===== config.mk =====
export PLATFORM = sky130hd
export DESIGN_NAME = spi_cfg_slave_flat
export DESIGN_NICKNAME = d
export VERILOG_FILES = /design/src/rtl/lupa_cfg_pkg.sv /design/src/rtl/spi_cfg_slave_if.sv /design/src/rtl/spi_edge_sync.sv /design/src/rtl/spi_cfg_slave.sv /design/src/flat_wrapper.sv
export SDC_FILE = /design/constraint.sdc
export NUM_CORES = 1
export LEC_CHECK = 0
export CORE_MARGIN = 3
export CORE_UTILIZATION = 60
export CTS_BUF_LIST = sky130_fd_sc_hd__clkbuf_8
export DETAILED_ROUTE_END_ITERATION = 16
export PLACE_DENSITY = 0.8
export SYNTH_ARGS = -nofsm -noshare
export SYNTH_HDL_FRONTEND = slang
export SYNTH_SLANG_ARGS = --single-unit

===== constraint.sdc =====
create_clock -name clock_20 -period 11.8 [get_ports clock_20]
set_input_delay 1.18 -clock clock_20 [delete_from_list [all_inputs] [get_ports clock_20]]
set_output_delay 1.18 -clock clock_20 [all_outputs]
set_load 0.05 [all_outputs]

===== src/rtl/lupa_cfg_pkg.sv =====
// lupa_cfg_pkg: sensor register map, power-on defaults and slave FSM encoding
package lupa_cfg_pkg;
  localparam int FRAME_BITS = 16;
  localparam logic [3:0] SEQUENCER   = 4'd0;
  localparam logic [3:0] START_X     = 4'd1;
  localparam logic [3:0] START_Y     = 4'd2;
  localparam logic [3:0] NB_PIX      = 4'd3;
  localparam logic [3:0] RES1_LENGTH = 4'd4;
  localparam logic [3:0] RES2_TIMER  = 4'd5;
  localparam logic [3:0] RES3_TIMER  = 4'd6;
  localparam logic [3:0] FT_TIMER    = 4'd7;
  localparam logic [3:0] VCAL        = 4'd8;
  localparam logic [3:0] VBLACK      = 4'd9;
  localparam logic [3:0] VOFFSET     = 4'd10;
  localparam logic [3:0] ANA_IN_ADC  = 4'd11;
  localparam logic [3:0] PGA_SETTING = 4'd12;
  localparam logic [3:0] CALIB_ADC_L = 4'd13;
  localparam logic [3:0] CALIB_ADC_M = 4'd14;
  localparam logic [3:0] CALIB_ADC_H = 4'd15;
  localparam logic [0:15][11:0] REG_DEFAULTS = {
    12'h029, 12'h000, 12'h000, 12'h0A0, 12'h002, 12'h000, 12'h000, 12'h1E1,
    12'h04A, 12'h06B, 12'h055, 12'h0F0, 12'hFB0, 12'hADF, 12'h6DB, 12'h0DB};
  typedef enum logic [1:0] {IDLE, SHIFT, COMMIT} state_t;
endpackage


===== src/rtl/spi_cfg_slave_if.sv =====
// spi_cfg_slave_if: SPI pins, parallel read port and write/status reporting
interface spi_cfg_slave_if;
  logic        spi_clk;
  logic        spi_en;
  logic        spi_dat;
  logic [3:0]  rd_addr;
  logic [11:0] rd_data;
  logic        wr_stb;
  logic [3:0]  wr_addr;
  logic [11:0] wr_data;
  logic        frame_err;
  logic [15:0] written_mask;
  logic        all_loaded;
  logic [7:0]  frame_count;
  modport master (
    output spi_clk, spi_en, spi_dat, rd_addr,
    input  rd_data, wr_stb, wr_addr, wr_data, frame_err, written_mask, all_loaded, frame_count
  );
  modport slave (
    input  spi_clk, spi_en, spi_dat, rd_addr,
    output rd_data, wr_stb, wr_addr, wr_data, frame_err, written_mask, all_loaded, frame_count
  );
endinterface


===== src/rtl/spi_edge_sync.sv =====
// spi_edge_sync: multi-flop synchronizer with rise/fall pulses on the synchronized level
module spi_edge_sync #(
  parameter int   STAGES   = 2,
  parameter logic IDLE_LVL = 1'b0
) (
  input  logic clock_20,
  input  logic reset,
  input  logic d,
  output logic rise,
  output logic fall
);
  logic [STAGES-1:0] sync;
  logic              q_d;
  always_ff @(posedge clock_20 or posedge reset) begin
    if (reset) begin
      sync <= {STAGES{IDLE_LVL}};
      q_d  <= IDLE_LVL;
    end else begin
      sync <= {sync[STAGES-2:0], d};
      q_d  <= sync[STAGES-1];
    end
  end
  assign rise = sync[STAGES-1] & ~q_d;
  assign fall = ~sync[STAGES-1] & q_d;
endmodule


===== src/rtl/spi_cfg_slave.sv =====
// spi_cfg_slave: decodes 16-bit SPI write frames into a 16 x 12-bit shadow register bank
module spi_cfg_slave
  import lupa_cfg_pkg::*;
#(
  parameter int SYNC_STAGES = 2
) (
  input logic            clock_20,
  input logic            reset,
  spi_cfg_slave_if.slave bus
);
  state_t                 state, state_nxt;
  logic                   clk_rise, clk_fall_unused, en_rise, en_fall;
  logic [SYNC_STAGES-1:0] dat_sync;
  logic [15:0]            shift;
  logic [4:0]             cnt;
  logic [11:0]            bank [16];
  logic                   commit, err;
  logic                   wr_stb, frame_err;
  logic [3:0]             wr_addr;
  logic [11:0]            wr_data;
  logic [15:0]            written_mask;
  logic [7:0]             frame_count;
  spi_edge_sync #(.STAGES(SYNC_STAGES), .IDLE_LVL(1'b0)) u_clk_sync (
    .clock_20(clock_20), .reset(reset), .d(bus.spi_clk), .rise(clk_rise), .fall(clk_fall_unused)
  );
  spi_edge_sync #(.STAGES(SYNC_STAGES), .IDLE_LVL(1'b1)) u_en_sync (
    .clock_20(clock_20), .reset(reset), .d(bus.spi_en), .rise(en_rise), .fall(en_fall)
  );
  always_ff @(posedge clock_20 or posedge reset) begin
    if (reset) dat_sync <= '0;
    else dat_sync <= {dat_sync[SYNC_STAGES-2:0], bus.spi_dat};
  end
  always_ff @(posedge clock_20 or posedge reset) begin
    if (reset) state <= IDLE;
    else state <= state_nxt;
  end
  always_comb begin
    state_nxt = state;
    commit    = state == COMMIT;
    err       = state == SHIFT && en_rise && cnt != 5'(FRAME_BITS);
    if (state == IDLE && en_fall) state_nxt = SHIFT;
    else if (state == SHIFT && en_rise) state_nxt = (cnt == 5'(FRAME_BITS)) ? COMMIT : IDLE;
    else if (commit) state_nxt = IDLE;
  end
  // en_rise wins over a coincident clock edge so the closing edge never adds a bit
  always_ff @(posedge clock_20 or posedge reset) begin
    if (reset) begin
      shift        <= '0;
      cnt          <= '0;
      wr_stb       <= 1'b0;
      frame_err    <= 1'b0;
      wr_addr      <= '0;
      wr_data      <= '0;
      written_mask <= '0;
      frame_count  <= '0;
      for (int i = 0; i < 16; i++) bank[i] <= REG_DEFAULTS[i];
    end else begin
      wr_stb    <= commit;
      frame_err <= err;
      if (state == IDLE && en_fall) begin
        shift <= '0;
        cnt   <= '0;
      end else if (state == SHIFT && clk_rise && !en_rise) begin
        shift <= {shift[14:0], dat_sync[SYNC_STAGES-1]};
        cnt   <= (&cnt) ? cnt : cnt + 5'd1;
      end
      if (commit) begin
        bank[shift[15:12]]         <= shift[11:0];
        wr_addr                    <= shift[15:12];
        wr_data                    <= shift[11:0];
        written_mask[shift[15:12]] <= 1'b1;
        frame_count                <= frame_count + 8'd1;
      end
    end
  end
  assign bus.rd_data      = bank[bus.rd_addr];
  assign bus.wr_stb       = wr_stb;
  assign bus.frame_err    = frame_err;
  assign bus.wr_addr      = wr_addr;
  assign bus.wr_data      = wr_data;
  assign bus.written_mask = written_mask;
  assign bus.all_loaded   = &written_mask;
  assign bus.frame_count  = frame_count;
endmodule


===== src/flat_wrapper.sv =====
// flat-port wrapper written by rule: the top's interface ports become plain ports
module spi_cfg_slave_flat import lupa_cfg_pkg::*;
#(
  parameter int SYNC_STAGES = 2
)
  (clock_20, reset, bus_spi_clk, bus_spi_en, bus_spi_dat, bus_rd_addr, bus_rd_data, bus_wr_stb, bus_wr_addr, bus_wr_data, bus_frame_err, bus_written_mask, bus_all_loaded, bus_frame_count);
  spi_cfg_slave_if bus_i ();
  input logic clock_20;
  input logic reset;
  input wire logic [$bits(bus_i.spi_clk)-1:0] bus_spi_clk;
  input wire logic [$bits(bus_i.spi_en)-1:0] bus_spi_en;
  input wire logic [$bits(bus_i.spi_dat)-1:0] bus_spi_dat;
  input wire logic [$bits(bus_i.rd_addr)-1:0] bus_rd_addr;
  output wire logic [$bits(bus_i.rd_data)-1:0] bus_rd_data;
  output wire logic [$bits(bus_i.wr_stb)-1:0] bus_wr_stb;
  output wire logic [$bits(bus_i.wr_addr)-1:0] bus_wr_addr;
  output wire logic [$bits(bus_i.wr_data)-1:0] bus_wr_data;
  output wire logic [$bits(bus_i.frame_err)-1:0] bus_frame_err;
  output wire logic [$bits(bus_i.written_mask)-1:0] bus_written_mask;
  output wire logic [$bits(bus_i.all_loaded)-1:0] bus_all_loaded;
  output wire logic [$bits(bus_i.frame_count)-1:0] bus_frame_count;
  assign bus_i.spi_clk = bus_spi_clk;
  assign bus_i.spi_en = bus_spi_en;
  assign bus_i.spi_dat = bus_spi_dat;
  assign bus_i.rd_addr = bus_rd_addr;
  assign bus_rd_data = bus_i.rd_data;
  assign bus_wr_stb = bus_i.wr_stb;
  assign bus_wr_addr = bus_i.wr_addr;
  assign bus_wr_data = bus_i.wr_data;
  assign bus_frame_err = bus_i.frame_err;
  assign bus_written_mask = bus_i.written_mask;
  assign bus_all_loaded = bus_i.all_loaded;
  assign bus_frame_count = bus_i.frame_count;
  spi_cfg_slave #(.SYNC_STAGES(SYNC_STAGES)) u_core (.clock_20(clock_20), .reset(reset), .bus(bus_i));
endmodule

==> results.ini <==
[synthesis]
netlist_instances = 822
synthTopCellsByCount = dfrtp_1, mux2_2, nand2_1, dfstp_2, mux4_2
ys.flop_type = dfrtp_1
yosysTopAreaCellShare = 0.4387
synth_area_leaders = dfrtp_1, mux2_2, dfstp_2
ys_types = 40
yosysMostFrequentCell = dfrtp_1
syn_area_um2 = 11690
yosysSeqAreaShare = 0.5736
yosysTopAreaCell = dfrtp_1
post_synth.cell_area_avg_um2 = 14.22
ys_ff_latch = 265
synth_edf_count = 0
async_reset_ff_frac = 1.000
yosysWarnings = 0
synth_nets = 835

[clock_network]
clk_latency_ns = 0.55
cts_resized = 0
cts_sinks = 265
cts_max_level = 2
ctsLongestPathBuffers = 3
cts_tree = built
cts_made_buffers = 43
cts-root-buf = clkbuf_8
cts_setup_buffers = 0
hold_buffers = 0
clk_pin_slew_ns = 0.06

[place]
dp_slack_ns = 6.713
dp_hpwl_mm = 15.87
place_congestion = 0.7850
io_buffers = 63
dp.cells = 1076

[global_routing]
grt_pass1_wl_mm = 42.53
grt_overflow_total = 0
grt_max_degree = 105
grt_pass1_vias = 7567
antenna_found_initial = 0
grt_usage = 0.2550

[routing]
route.detailed.drc = 0
wirelength_mm = 26.34
dr.first_iter.drc_count = 443
vias = 7069
vias_per_cell = 6.126
routedWlPerCell_um = 22.82
dr.pass1.iters = 5
antenna_left = 0

[run_status]
outcome = complete, no violations

[finish]
syn2layout_area_growth_pct = 13.51
stdcell_count = 1154
final_nets = 874
antenna_cells = 0
layout-drive-gt1-share = 0.4116

[timing]
setup_ws_ns = 6.649
min_period_ns = 5.151
fin_crit_sh = 0.4365
finalMaxSlewViolations = 0
setup_viol = 0
hold_violations = 0
finClkSkew_ns = 0.01738
grt_setup_unrepaired = false
hold_ws_ns = 0.3569
worst_slew_pin_slew_ns = 1.307
fmax_mhz = 194.1
relSlewSlack = 0.1252
fin_setup_tns_ns = 0

[setup_path]
worstPathCellList = clkdlybuf4s50_1, nor2_1, a22oi_1, nand2_1, clkdlybuf4s50_1
reg2reg_from = u_core.state[1]$_DFFE_PP0P_
cpMostUsedCell = clkdlybuf4s50_1
endpoint_kind = output port
path_max_fanout = 12
r2r-end = u_core.bus.frame_count[6]$_DFFE_PP0P_
cp_top_family = buffers and inverters
rr_worst_depth = 4
cp_num_buf_inv = 2
arrival_ns = 3.97
r2r_slack_ns = 9.29
cp_slowest_cell = nor2_1
cp-start-kind = input port
worstPathRequired_ns = 10.62
cpPeakStageDelay_ns = 1.01
critPathKind = in -> out

[floorplan]
fp.dieW_um = 145.6
start_util = 0.6189
dieArea_um2 = 21200
io_pins = 64
die_y_um = 145.6
num_rows = 50
core-area_um2 = 18890

[power_and_ir_drop]
p_leak_uw = 0.006338
switching_share = 0.2261
power_switching_uw = 404.9
seqPwrFrac = 0.519
internal-power_uw = 1386
p_per_area_nw_per_um2 = 134.9
clkPwrFrac = 0.448
p_total_uw = 1790
vdd.ir_drop.worst_mv = 0.08749
pwr-share-comb = 0.033

[hold_path]
whs_path_depth = 0
hold_start = u_core.dat_sync[0]$_DFF_PP0_
hold_class = reg -> reg
min_to = u_core.dat_sync[1]$_DFF_PP0_

[job]
drv_cap = 0

-- state kept, by name (all words and copies together) (netlist names), 2 cells and up --
name,count
u_core.u_clk_sync.sync,2
u_core.state,2
u_core.bus.wr_data,12
u_core.u_en_sync.sync,2
u_core.cnt,5
u_core.bus.frame_count,8
u_core.bus.wr_addr,4
u_core.dat_sync,2
u_core.shift,16
u_core.bus.written_mask,16
u_core.bank,192
-- cell families (layout without fill, tap and decap cells) --
group / after synthesis / after routing / synth area share
buffers and inverters: 82 / 154 / 0.03157
XOR/XNOR: 7 / 7 / 0.005244
AO/OA/AOI/OAI: 66 / 66 / 0.03403
AND/OR/NAND/NOR: 156 / 156 / 0.06934
multiplexers: 242 / 242 / 0.2820
flip-flops: 265 / 265 / 0.5736
adder cells (fa/ha/maj): 4 / 4 / 0.004281
-- cell type report --
| cell class | instances | area (um2) |
|---|---|---|
| inverter | 6 | 30.03 |
| multi-input combinational | 475 | 4643 |
| clock inverter | 21 | 110.1 |
| timing repair buffer | 70 | 673.1 |
| sequential | 265 | 6706 |
| clock buffer | 57 | 784.5 |
| fill | 1290 | 5620 |
| tap | 260 | 325.3 |
-- metal layers --
metal  vias to the layer above  track usage  part of all wire
met5                         -            0                 0
met4                         0      0.08832             0.022
met3                        55      0.03581             0.049
met2                       224       0.4216              0.50
met1                      3736       0.3540              0.43
li1                       3054            -                 -
-- layout by cell type (no fill, tap or decap), types with 6 or more instances in the layout --
master           synthesis  routed
a21oi_1                 21      21
a22oi_1                 24      24
buf_4                    2       7
clkbuf_8                 0      57
clkdlybuf4s50_1          0      61
dfrtp_1                205     205
dfstp_2                 60      60
inv_1                    6      21
mux2_1                  18      18
mux2_2                 165     165
mux2_4                   9       9
mux4_2                  48      48
nand2_1                 75      75
nand2b_1                14      14
nand3_1                 18      18
nand4_1                 11      11
nor2b_1                  7       6
o21ai_0                 18      18
or2_2                    6       6
-- power groups by stage --
stage | Sequential [uW] | Combinational (uW) | Clock (uW)
CTS | 929 | 59.9 | 818
finish | 929 | 58.5 | 803
floorplan | 935 | 48.2 | 0
global route | 930 | 65.4 | 860
global placement | 943 | 56.5 | 0
detailed placement | 944 | 59.7 | 0
-- how the worst max path moves through the flow --
stage | startpoint | to | slack [ns] | depth (start not counted)
5_1_grt | bus_rd_addr[2] | bus_rd_data[1] | 6.53 | 5
3_3_place_gp | bus_rd_addr[2] | bus_rd_data[1] | 6.78 | 5
2_1_floorplan | reset | u_core.bank[100]$_DFFE_PP0P_ | 3.42 | 1
3_5_place_dp | bus_rd_addr[2] | bus_rd_data[1] | 6.71 | 5
4_1_cts | bus_rd_addr[2] | bus_rd_data[1] | 6.64 | 5
6_report | bus_rd_addr[2] | bus_rd_data[1] | 6.65 | 5
-- stage by stage --
| stage | instance area [um2] | util |
|---|---|---|
| 3_5_place_dp | 12380 | 0.6552 |
| 3_3_place_gp | 12380 | 0.6552 |
| 6_report | 13270 | 0.7025 |
| 2_1_floorplan | 11690 | - |
| 4_1_cts | 13270 | 0.7025 |
| 5_1_grt | 13270 | 0.7025 |
Power figures use the tool's default switching activity.
